File: src/rtl/eoc_status_pkg.sv
// Shared definitions for the EOC/status peripheral: register offsets, status bits, watchdog states.
// Latency: n/a (declarations only).
// Backpressure: n/a (declarations only).
package eoc_status_pkg;

    // Byte offsets of the memory-mapped registers
    localparam logic [5:0] EOC_OFF       = 6'h00;
    localparam logic [5:0] EXIT_CODE_OFF = 6'h04;
    localparam logic [5:0] CYCLE_LO_OFF  = 6'h08;
    localparam logic [5:0] CYCLE_HI_OFF  = 6'h0C;
    localparam logic [5:0] WDT_LIMIT_OFF = 6'h10;
    localparam logic [5:0] WDT_KICK_OFF  = 6'h14;
    localparam logic [5:0] STATUS_OFF    = 6'h18;

    // Bit positions inside the STATUS register
    localparam int STATUS_DONE_BIT    = 0;
    localparam int STATUS_TIMEOUT_BIT = 1;

    typedef enum logic [1:0] {
        WDT_IDLE,
        WDT_RUN,
        WDT_EXPIRED
    } wdt_state_e;

    // Word index used by the decoder (addr[5:2])
    function automatic logic [3:0] reg_idx(input logic [5:0] off);
        return 4'(off >> 2);
    endfunction

endpackage

File: src/rtl/eoc_status_if.sv
// Simple peripheral bus: req/we/addr/wdata request, gnt/err same cycle, rvalid/rdata next cycle.
// Latency: response one cycle after the request.
// Backpressure: none; every request is granted in the cycle it is presented.
interface bus_if;
    logic        req;
    logic        we;
    logic [31:0] addr;
    logic [31:0] wdata;
    logic        gnt;
    logic        rvalid;
    logic [31:0] rdata;
    logic        err;

    modport master (output req, we, addr, wdata, input  gnt, rvalid, rdata, err);
    modport slave  (input  req, we, addr, wdata, output gnt, rvalid, rdata, err);
endinterface

File: src/rtl/eoc_status_wdt.sv
// Watchdog: 32-bit down-counter plus IDLE/RUN/EXPIRED FSM; pulses o_expire on the expiry edge.
// Latency: expiry lands exactly LIMIT cycles after the last reload (or IDLE->RUN entry).
// Backpressure: none; reload/clear are single-cycle strobes always accepted.
module eoc_wdt
    import eoc_status_pkg::*;
(
    input  logic        clk_i,
    input  logic        rst_ni,
    input  logic [31:0] i_limit,   // limit value as of this cycle (includes an in-flight write)
    input  logic        i_reload,
    input  logic        i_clear,
    input  logic        i_done,
    output logic        o_expire,
    output logic        o_timeout
);

    wdt_state_e  r_state, w_state_nxt;
    logic [31:0] r_cnt, w_cnt_nxt;
    logic        r_timeout;

    // State and counter registers
    always_ff @(posedge clk_i or negedge rst_ni) begin
        if (!rst_ni) begin
            r_state <= WDT_IDLE;
            r_cnt   <= '0;
        end else begin
            r_state <= w_state_nxt;
            r_cnt   <= w_cnt_nxt;
        end
    end

    // Next state / counter; a reload takes priority over the cnt==1 expiry check
    always_comb begin
        w_state_nxt = r_state;
        w_cnt_nxt   = r_cnt;
        o_expire    = 1'b0;
        case (r_state)
            WDT_IDLE: begin
                // Track the limit so entering RUN always starts a full period
                w_cnt_nxt = i_limit;
                if (i_limit != '0 && !i_done) w_state_nxt = WDT_RUN;
            end
            WDT_RUN: begin
                if (i_limit == '0 || i_done) begin
                    w_state_nxt = WDT_IDLE;
                    w_cnt_nxt   = i_limit;
                end else if (i_reload) begin
                    w_cnt_nxt = i_limit;
                end else if (r_cnt == 32'd1) begin
                    w_state_nxt = WDT_EXPIRED;
                    o_expire    = 1'b1;
                end else begin
                    w_cnt_nxt = r_cnt - 32'd1;
                end
            end
            WDT_EXPIRED: begin
                if (i_clear || i_limit == '0) w_state_nxt = WDT_IDLE;
            end
            default: w_state_nxt = WDT_IDLE;
        endcase
    end

    // Sticky timeout flag; a same-cycle expiry beats the software clear
    always_ff @(posedge clk_i or negedge rst_ni) begin
        if (!rst_ni)       r_timeout <= 1'b0;
        else if (o_expire) r_timeout <= 1'b1;
        else if (i_clear)  r_timeout <= 1'b0;
    end

    assign o_timeout = r_timeout;

endmodule

File: src/rtl/eoc_status_unit.sv
// EOC/status slave: per-channel EOC flags, exit code, freezing cycle counter, watchdog; optional irq (EOC_STATUS_IRQ_EN).
// Latency: gnt/err combinational, rvalid/rdata registered one cycle after req.
// Backpressure: none; gnt mirrors req so every request completes.
module eoc_status_unit
    import eoc_status_pkg::*;
#(
    parameter int unsigned NUM_CH        = 4,
    parameter int unsigned CNT_W         = 64,
    parameter logic [31:0] WDT_EXIT_CODE = 32'hDEAD_0001
) (
    input  logic              clk_i,
    input  logic              rst_ni,
    bus_if.slave              bus,
    output logic [NUM_CH-1:0] eoc_o,
    output logic              done_o,
    output logic              timeout_o,
    output logic              irq_o
);

    localparam int unsigned HI_W = CNT_W - 32;

    logic [NUM_CH-1:0] r_eoc;
    logic [31:0]       r_exit_code;
    logic [CNT_W-1:0]  r_cnt;
    logic [HI_W-1:0]   r_shadow;
    logic [31:0]       r_wdt_limit;
    logic              r_rvalid;
    logic [31:0]       r_rdata;

    logic [3:0]  w_idx;
    logic        w_wr, w_rd, w_unmapped;
    logic        w_wr_eoc, w_wr_exit, w_wr_cyc_lo, w_wr_limit, w_wr_kick, w_clear;
    logic        w_rd_cyc_lo, w_expire;
    logic [31:0] w_limit_nxt, w_rd_dat;
    logic        w_unused_addr;

    assign w_idx       = bus.addr[5:2];
    assign w_unmapped  = w_idx > reg_idx(STATUS_OFF);
    assign w_wr        = bus.req &  bus.we & ~w_unmapped;
    assign w_rd        = bus.req & ~bus.we;
    assign w_wr_eoc    = w_wr && w_idx == reg_idx(EOC_OFF);
    assign w_wr_exit   = w_wr && w_idx == reg_idx(EXIT_CODE_OFF);
    assign w_wr_cyc_lo = w_wr && w_idx == reg_idx(CYCLE_LO_OFF);
    assign w_wr_limit  = w_wr && w_idx == reg_idx(WDT_LIMIT_OFF);
    assign w_wr_kick   = w_wr && w_idx == reg_idx(WDT_KICK_OFF);
    assign w_clear     = w_wr && w_idx == reg_idx(STATUS_OFF) && bus.wdata[STATUS_TIMEOUT_BIT];
    assign w_rd_cyc_lo = w_rd && w_idx == reg_idx(CYCLE_LO_OFF);
    assign w_limit_nxt = w_wr_limit ? bus.wdata : r_wdt_limit;
    assign w_unused_addr = ^{bus.addr[31:6], bus.addr[1:0]};

    assign bus.gnt    = bus.req;
    assign bus.err    = bus.req & w_unmapped;
    assign bus.rvalid = r_rvalid;
    assign bus.rdata  = r_rdata;

    assign eoc_o  = r_eoc;
    assign done_o = &r_eoc;

    eoc_wdt u_wdt (
        .clk_i     (clk_i),
        .rst_ni    (rst_ni),
        .i_limit   (w_limit_nxt),
        .i_reload  (w_wr_limit | w_wr_kick),
        .i_clear   (w_clear),
        .i_done    (done_o),
        .o_expire  (w_expire),
        .o_timeout (timeout_o)
    );

    // EOC flags and exit code; watchdog expiry overrides a same-cycle software write
    always_ff @(posedge clk_i or negedge rst_ni) begin
        if (!rst_ni) begin
            r_eoc       <= '0;
            r_exit_code <= '0;
        end else if (w_expire) begin
            r_eoc       <= '1;
            r_exit_code <= WDT_EXIT_CODE;
        end else begin
            if (w_wr_eoc)  r_eoc       <= bus.wdata[NUM_CH-1:0];
            if (w_wr_exit) r_exit_code <= bus.wdata;
        end
    end

    // Run-time counter: cleared by a CYCLE_LO write, frozen once all channels are done
    always_ff @(posedge clk_i or negedge rst_ni) begin
        if (!rst_ni)          r_cnt <= '0;
        else if (w_wr_cyc_lo) r_cnt <= '0;
        else if (!done_o)     r_cnt <= r_cnt + CNT_W'(1);
    end

    // Watchdog limit register and the high-half snapshot taken on CYCLE_LO reads
    always_ff @(posedge clk_i or negedge rst_ni) begin
        if (!rst_ni) begin
            r_wdt_limit <= '0;
            r_shadow    <= '0;
        end else begin
            if (w_wr_limit)  r_wdt_limit <= bus.wdata;
            if (w_rd_cyc_lo) r_shadow    <= r_cnt[CNT_W-1:32];
        end
    end

    // Read data mux for mapped registers; write-only and unmapped words read as zero
    always_comb begin
        w_rd_dat = '0;
        case (w_idx)
            reg_idx(EOC_OFF):       w_rd_dat = 32'(r_eoc);
            reg_idx(EXIT_CODE_OFF): w_rd_dat = r_exit_code;
            reg_idx(CYCLE_LO_OFF):  w_rd_dat = r_cnt[31:0];
            reg_idx(CYCLE_HI_OFF):  w_rd_dat = 32'(r_shadow);
            reg_idx(WDT_LIMIT_OFF): w_rd_dat = r_wdt_limit;
            reg_idx(STATUS_OFF): begin
                w_rd_dat[STATUS_DONE_BIT]    = done_o;
                w_rd_dat[STATUS_TIMEOUT_BIT] = timeout_o;
            end
            default: w_rd_dat = '0;
        endcase
    end

    // Registered response: rvalid for every request, data only for reads
    always_ff @(posedge clk_i or negedge rst_ni) begin
        if (!rst_ni) begin
            r_rvalid <= 1'b0;
            r_rdata  <= '0;
        end else begin
            r_rvalid <= bus.req;
            r_rdata  <= w_rd ? w_rd_dat : '0;
        end
    end

`ifdef EOC_STATUS_IRQ_EN
    logic r_done_q;

    // Previous done_o, for rising-edge detection
    always_ff @(posedge clk_i or negedge rst_ni) begin
        if (!rst_ni) r_done_q <= 1'b0;
        else         r_done_q <= done_o;
    end

    assign irq_o = done_o & ~r_done_q;
`else
    assign irq_o = 1'b0;
`endif

endmodule

File: src/flat_wrapper.sv
// flat-port wrapper written by rule: the top's interface ports become plain ports
module eoc_status_unit_flat import eoc_status_pkg::*;
#(
    parameter int unsigned NUM_CH        = 4,
    parameter int unsigned CNT_W         = 64,
    parameter logic [31:0] WDT_EXIT_CODE = 32'hDEAD_0001
)
  (clk_i, rst_ni, eoc_o, done_o, timeout_o, irq_o, bus_req, bus_we, bus_addr, bus_wdata, bus_gnt, bus_rvalid, bus_rdata, bus_err);
  bus_if bus_i ();
  input  logic clk_i;
  input  logic rst_ni;
  output logic [NUM_CH-1:0] eoc_o;
  output logic done_o;
  output logic timeout_o;
  output logic irq_o;
  input wire logic [$bits(bus_i.req)-1:0] bus_req;
  input wire logic [$bits(bus_i.we)-1:0] bus_we;
  input wire logic [$bits(bus_i.addr)-1:0] bus_addr;
  input wire logic [$bits(bus_i.wdata)-1:0] bus_wdata;
  output wire logic [$bits(bus_i.gnt)-1:0] bus_gnt;
  output wire logic [$bits(bus_i.rvalid)-1:0] bus_rvalid;
  output wire logic [$bits(bus_i.rdata)-1:0] bus_rdata;
  output wire logic [$bits(bus_i.err)-1:0] bus_err;
  assign bus_i.req = bus_req;
  assign bus_i.we = bus_we;
  assign bus_i.addr = bus_addr;
  assign bus_i.wdata = bus_wdata;
  assign bus_gnt = bus_i.gnt;
  assign bus_rvalid = bus_i.rvalid;
  assign bus_rdata = bus_i.rdata;
  assign bus_err = bus_i.err;
  eoc_status_unit #(.NUM_CH(NUM_CH), .CNT_W(CNT_W), .WDT_EXIT_CODE(WDT_EXIT_CODE)) u_core (.clk_i(clk_i), .rst_ni(rst_ni), .bus(bus_i), .eoc_o(eoc_o), .done_o(done_o), .timeout_o(timeout_o), .irq_o(irq_o));
endmodule
File: config.mk
export PLATFORM = sky130hd
export DESIGN_NAME = eoc_status_unit_flat
export DESIGN_NICKNAME = d
export VERILOG_FILES = /design/src/rtl/eoc_status_pkg.sv /design/src/rtl/eoc_status_if.sv /design/src/rtl/eoc_status_wdt.sv /design/src/rtl/eoc_status_unit.sv /design/src/flat_wrapper.sv
export SDC_FILE = /design/constraint.sdc
export NUM_CORES = 1
export LEC_CHECK = 0
export ABC_CLOCK_PERIOD_IN_PS = 4300
export CAP_MARGIN = 10
export CORE_UTILIZATION = 50
export DETAILED_ROUTE_END_ITERATION = 12
export PLACE_DENSITY = 0.75
export SKIP_CTS_REPAIR_TIMING = 1
export SLEW_MARGIN = 20
export SYNTH_ARGS = -nofsm -noshare
export SYNTH_HDL_FRONTEND = slang
export SYNTH_SLANG_ARGS = --single-unit
File: constraint.sdc
create_clock -name clk_i -period 4.3 [get_ports clk_i]
set_clock_uncertainty 0.05 [all_clocks]
set_input_delay 0.86 -clock clk_i [delete_from_list [all_inputs] [get_ports clk_i]]
set_output_delay 0.86 -clock clk_i [all_outputs]
set_load 0.02 [all_outputs]
==> key figures, run 1 <==
Global route
  • Largest net degree at the start of global routing: 92
  • Vias in the first global route: 8941
  • First-pass GRT wire length: 49160 um
  • Total GRT Usage: 26.22%
  • Number of antenna violations at the first check in global routing: 0
  • Gr ovfl total: 0

Synth
  • Synth Area in Adders: 0.3241%
  • Top-area cell type share of the netlist area: 50.14%
  • Ys flop type: dfrtp_1
  • Ys Warns: 0
  • Post-synth ARST share: 100.0%
  • Xor/xnor cell area share of the yosys netlist: 3.782%
  • Seq/Total Area, Yosys: 50.14%
  • Synth Area in Compound Gates: 11.03%
  • Distinct cell type count after synthesis: 61
  • Post-Syn Instances: 1142
  • Area leader, netlist: dfrtp_1
  • Dominant cells by area after synthesis: dfrtp_1 50%, mux2_2 8.1%, nor2_1 5.4%
  • Post-Syn Area: 11580 um2
  • Post-Synth Simple-Gate Area: 18.53%
  • Largest family of logic cells by synthesized area: simple AND/OR/NAND/NOR gates
  • Multiplexer share of the synthesized area: 12.98%
  • #FFs+latches synth: 232
  • Post-synth EDFFs: 0
  • Synthesized area per cell: 10.14 um2
  • Syn Nets: 1213

Die
  • Die X-Extent: 154.2 um
  • Core footprint: 22710 um2
  • Initial core utilization: 50.99%
  • Die height: 154.2 um
  • Die area: 23770 um2
  • IO Pins: 110
  • FP Rows: 55

Critical path
  • Critical path, cell by cell: clkdlybuf4s50_1 -> nor4_1 -> nand4_1 -> nor2_1 -> a21o_1 -> nand2_1 -> nand2b_1 -> nand3_1
  • Setup CP Type: input port to register
  • Arrival @ worst endpoint: 3.90 ns
  • Critical Path End Type: register
  • Crit start category: input port
  • Slowest-stage cell, CP: nand2b_1
  • Max FO, Critical Path: 17
  • CP max stage delay: 0.67 ns
  • CP required: 4.60 ns

Timing
  • Slew @ Worst Pin: 1.010 ns
  • Fmax: 278.0 MHz
  • Final worst path period share: 83.65%
  • Fin crit period: 3.597 ns
  • Setup TNS: 0 ns
  • Final Slew Violations: 0
  • Fin. Hold Viols: 0
  • Unrepaired setup endpoints after global routing: no
  • Fin Hold WS: 0.2799 ns
  • Finish-stage setup viols: 0
  • Max_slew headroom: 32.39%

Route
  • Vias per cell: 6.161
  • Total number of vias: 9316
  • Detailed Route Iter0 Violations: 927
  • Routed length per instance: 20.30 um
  • Routed Antenna Nets: 0
  • DRT Wirelength: 30700 um
  • DR pass1 iterations: 7
  • DR DRC count: 0

Clocking
  • Root buf cell: clkbuf_16
  • Bufs on Longest Clock Path: 3
  • H-tree depth: 1
  • Worst-path clk slew: 0.05 ns
  • Worst-Skew Late Latency: 0.53 ns
  • CTS tree: done
  • CTS Buf Count: 26
  • CTS sink count: 232

Power
  • Cell Pwr Density: 477.8 nW/um2
  • Total power draw: 0.006465 W
  • Lkg Pwr: 6.027 nW
  • Peak VDD IR: 0.3309 mV

Run status
  • Outcome: completed

Layout
  • Layout cells sized above 1: 14.10%
  • Core Util, Final: 59.59%
  • Synth-to-layout area growth: 16.86%
  • Most common cell after layout, fill and taps aside: dfrtp_1
  • Nets@finish: 1283
  • Commonest non-fill, non-tap cells in the layout: 232 x dfrtp_1, 166 x nor2_1, 87 x nand2_1
  • # diodes: 0

Placed design
  • Placer Congestion: 0.8696
  • Hpwl dp: 21080 um
  • Port-buffer cells: 80

Worst hold path
  • Worst hold path class: input port to asynchronous set/reset pin

Flow run
  • Max-Cap Viols: 0
[state kept, by name (all words and copies together) (netlist names)]
signal / cells
u_core.bus.rvalid: 1
u_core.u_wdt.r_cnt: 32
u_core.eoc_o: 4
u_core.r_cnt: 64
u_core.u_wdt.r_state: 2
u_core.bus.rdata: 32
u_core.u_wdt.o_timeout: 1
u_core.r_shadow: 32
u_core.r_wdt_limit: 32
u_core.r_exit_code: 32
[critical path: cells and delay by family]
family	cells	cell delay, ns
compound gates	1	0.41
simple gates	6	2.12
buf+inv	1	0.50
[final timing paths]
path	startpoint	to	slack, ns	cells past startpoint
min in group clk_i	u_core.r_shadow[13]	u_core.r_shadow[13]	0.45	2
hold reg to reg	u_core.r_shadow[13]	u_core.r_shadow[13]	0.45	2
setup / recovery	bus_wdata[16]	u_core.eoc_o[3]	0.70	8
hold / removal	rst_ni	u_core.u_wdt.r_cnt[27]	0.28	1
setup reg to reg	u_core.r_wdt_limit[15]	u_core.eoc_o[3]	1.25	7
max in group asynchronous	rst_ni	u_core.r_cnt[3]	2.97	2
[through the flow]
stage | setup slack, ns | std cells | cell area [um2]
after floorplan | 1.177 | 1142 | 11580
after global placement | 0.4487 | 1469 | 12700
after detailed placement | 0.4191 | 1469 | 12700
after CTS | 0.7476 | 1512 | 13530
after global routing | 0.6161 | 1512 | 13530
final | 0.7031 | 1512 | 13530
[per-layer routing]
metal  share of wire (%)  track usage [%]
met2                  46            40.11
met3                 7.2            4.371
met5                   0                0
met1                  44            37.92
met4                 2.9            8.905
[layout make-up]
cell class | count | area (um2)
Clock buffer | 38 | 777.0
Clock inverter | 5 | 50.05
Fill cell | 1880 | 9178
Inverter | 19 | 71.32
Multi-Input combinational cell | 825 | 5448
Sequential cell | 232 | 5806
Tap cell | 285 | 356.6
Timing Repair Buffer | 108 | 1023
[cells in the mapped netlist, types with 5 or more instances]
library cell  instances
a211oi_1             19
a21oi_1              50
a22oi_1              40
a2bb2oi_1            11
and2_1                6
and3_1                7
and4_1               12
buf_1                 8
buf_2                 7
clkbuf_1             43
dfrtp_1             232
inv_1                19
mux2_2               83
mux2i_1              50
nand2_1              87
nand2b_1              5
nand3_1              45
nand4_1              23
nor2_1              166
nor3_1               22
nor4_1               23
o211ai_1             14
o21ai_0              30
o21ai_1               6
o22ai_1               5
o311ai_0              5
or3_1                19
xnor2_1              22
xor2_1               28
[report_power, final]
part,leakage [nW],switching [W],internal (W)
registers,2.98,0.000452,0.00264
clock network,0.412,0.000847,0.00130
logic,2.64,0.000650,0.000582
[logic make-up after synthesis]
kind of cell    Yosys count
xor+xnor                 50
compound gates          194
buf+inv                  85
mux                     136
fa+ha+maj                 3
simple gates            441
other cells               1
flops                   232
(Power assumes the default switching activity.)
==> inputs of run 2 (changes only) <==
--- a/config.mk
+++ b/config.mk
@@ -5,11 +5,11 @@
 export SDC_FILE = /design/constraint.sdc
 export NUM_CORES = 1
 export LEC_CHECK = 0
-export ABC_CLOCK_PERIOD_IN_PS = 4300
+export ABC_CLOCK_PERIOD_IN_PS = 2940
 export CAP_MARGIN = 10
 export CORE_UTILIZATION = 50
 export DETAILED_ROUTE_END_ITERATION = 12
-export PLACE_DENSITY = 0.75
+export PLACE_DENSITY = 0.78
 export SKIP_CTS_REPAIR_TIMING = 1
 export SLEW_MARGIN = 20
 export SYNTH_ARGS = -nofsm -noshare
==> constraint.sdc (replaced) <==
create_clock -name clk_i -period 2.94 [get_ports clk_i]
set_clock_uncertainty 0.05 [all_clocks]
set_input_delay 0.588 -clock clk_i [delete_from_list [all_inputs] [get_ports clk_i]]
set_output_delay 0.588 -clock clk_i [all_outputs]
set_load 0.02 [all_outputs]
==> key figures, run 2 (synthesis gave the netlist of run 1 again) <==
Timing
  • Finish-stage setup viols: 0 (unchanged)
  • Fmax: 346.6 MHz
  • Fin crit period: 2.885 ns
  • Final Slew Violations: 0 (unchanged)
  • Final Worst Setup Slack: 0.05460 ns (-0.6485 ns)
  • Slew @ Worst Pin: 0.6532 ns (-0.3573 ns)
  • Fin. Hold Viols: 0 (unchanged)
  • Unrepaired setup endpoints after global routing: no
  • Max_slew headroom: 56.19% (+24 points)
  • Final worst path period share: 98.14%

Route
  • Routed length per instance: 20.18 um (-0.60%)
  • Routed Antenna Nets: 0 (unchanged)
  • Vias per cell: 6.202 (+0.65%)
  • Total number of vias: 9848 (+5.7%)
  • DR pass1 iterations: 6 (-1)
  • DRT Wirelength: 32050 um (+4.4%)
  • DR DRC count: 0 (unchanged)
  • Detailed Route Iter0 Violations: 929 (+0.22%)

Worst hold path
  • Worst hold path class: register to register
  • Min-delay src: u_core.r_shadow[4]

Clocking
  • CTS Buf Count: 26 (unchanged)
  • CTS tree: done
  • H-tree depth: 1 (unchanged)
  • Root buf cell: clkbuf_16
  • Worst-Skew Late Latency: 0.53 ns (about the same)
  • Worst-path clk slew: 0.06 ns (about the same)
  • Bufs on Longest Clock Path: 3 (unchanged)
  • CTS sink count: 232 (unchanged)

Global route
  • Vias in the first global route: 9772 (+9.3%)
  • Largest net degree at the start of global routing: 76 (-17%)
  • Number of antenna violations at the first check in global routing: 0 (unchanged)
  • First-pass GRT wire length: 51890 um (+5.6%)
  • Gr ovfl total: 0 (unchanged)
  • Total GRT Usage: 27.64% (+1.4 points)

Die
  • Die X-Extent: 154.2 um (unchanged)
  • IO Pins: 110 (unchanged)
  • Die height: 154.2 um (unchanged)
  • Die area: 23770 um2 (unchanged)
  • Initial core utilization: 50.99% (unchanged)
  • Core footprint: 22710 um2 (unchanged)
  • FP Rows: 55 (unchanged)

Layout
  • Top reg by flops: u_core.r_cnt
  • Nets@finish: 1354 (+5.5%)
  • Final cell count without fillers: 1588 (+5.0%)
  • Most common cell after layout, fill and taps aside: dfrtp_1
  • # diodes: 0 (unchanged)
  • Synth-to-layout area growth: 23.64%
  • Number of flip-flops in the largest register: 64 (unchanged)
  • Layout cells sized above 1: 19.42% (+5.3 points)
  • Commonest non-fill, non-tap cells in the layout: 232 x dfrtp_1, 166 x nor2_1, 91 x buf_4

Flow run
  • Max-Cap Viols: 0 (unchanged)

Placed design
  • Placer Congestion: 0.9053 (+4.1%)
  • DP Worst Slack: -0.2466 ns (-0.6657 ns)
  • Hpwl dp: 22140 um (+5.0%)
  • Port-buffer cells: 80 (unchanged)
  • Post-Place Cells: 1539 (+4.8%)

Critical path
  • CP startpoint: bus_addr[5]
  • Critical Path End Type: output port
  • CP required: 2.30 ns (-2.30 ns)
  • Setup CP Type: input port to output port
  • Crit start category: input port
  • Arrival @ worst endpoint: 2.25 ns (-1.65 ns)
  • Reg2Reg Launch Point: u_core.u_wdt.r_cnt[24]
  • Max FO, Critical Path: 5 (-12)

Power
  • Cell Pwr Density: 711.5 nW/um2 (+49%)
  • Internal power: 0.007219 W (+60%)
  • Sequential power share: 44.4% (-3.4 points)
  • Peak VDD IR: 0.5667 mV (+71%)
  • Clock power frac: 36.8% (+3.6 points)
  • Total power draw: 0.01019 W (+58%)
  • Comb pwr share: 18.8% (-0.3 points)
  • Lkg Pwr: 6.483 nW (+7.6%)
  • Sw power: 0.002968 W (+52%)
  • Switching Fraction: 29.14% (-1.0 points)

Run status
  • Outcome: completed
==> run 2: cell count changes in the layout (fill, tap and decap cells not counted), moves of 2 or more <==
cell | before | now
bufinv_16 | 1 | 7
clkbuf_1 | 5 | 2
buf_4 | 27 | 91
clkinvlp_4 | 0 | 2
buf_12 | 1 | 6
==> run 2: critical path, stage by stage <==
cell and delay, ns:
clkdlybuf4s50_1 0.52, buf_4 0.21, a31oi_1 0.30, nor2b_1 0.08
clkdlybuf4s50_1 0.54
==> run 2: area by class of cell <==
type / instances / area (um2)
fill: 1776 / 8392
sequential: 232 / 5806
multi-input combinational: 825 / 5449
timing repair buffer: 179 / 1620
clock buffer: 35 / 765.7
tap: 285 / 356.6
clock inverter: 13 / 249.0
inverter: 19 / 71.32
==> run 2: power by group through the flow <==
stage	clock network, W	logic [W]	registers [W]
finish	0.00375	0.00191	0.00452
global route	0.00392	0.00211	0.00460
detailed placement	0	0.00188	0.00454
global placement	0	0.00182	0.00450
floorplan	0	0.00126	0.00437
CTS	0.00379	0.00190	0.00449
==> run 2: routing by layer <==
metal | up-vias | share of wire (%) | track usage [%]
met5 | - | 0 | 0
met4 | 0 | 3.4 | 10.00
met3 | 81 | 7.7 | 5.296
met2 | 481 | 46 | 43.77
met1 | 4885 | 43 | 38.01
li1 | 4401 | - | -
==> run 2: path summary, 6_finish.rpt <==
kind / to / slack [ns] / cells past startpoint
hold / removal: u_core.r_shadow[4] / 0.44 / 2
hold reg to reg: u_core.r_shadow[4] / 0.44 / 2
setup / recovery: bus_err / 0.05 / 5
setup reg to reg: u_core.u_wdt.r_cnt[3] / 0.17 / 9
max in group asynchronous: u_core.r_exit_code[16] / 1.45 / 3
min in group asynchronous: u_core.r_cnt[39] / 0.56 / 2
==> run 2: metrics by stage <==
stage	util, %	hold slack, ns	cell area [um2]	TNS, ns
floorplan	-	0.2424	11580	0
global placement	58.49	0.4109	13280	-4.584
detailed placement	58.49	0.4295	13280	-11.44
CTS	62.96	-0.03206	14300	0
global route	63.05	0.4715	14320	0
finish	63.05	0.4410	14320	0
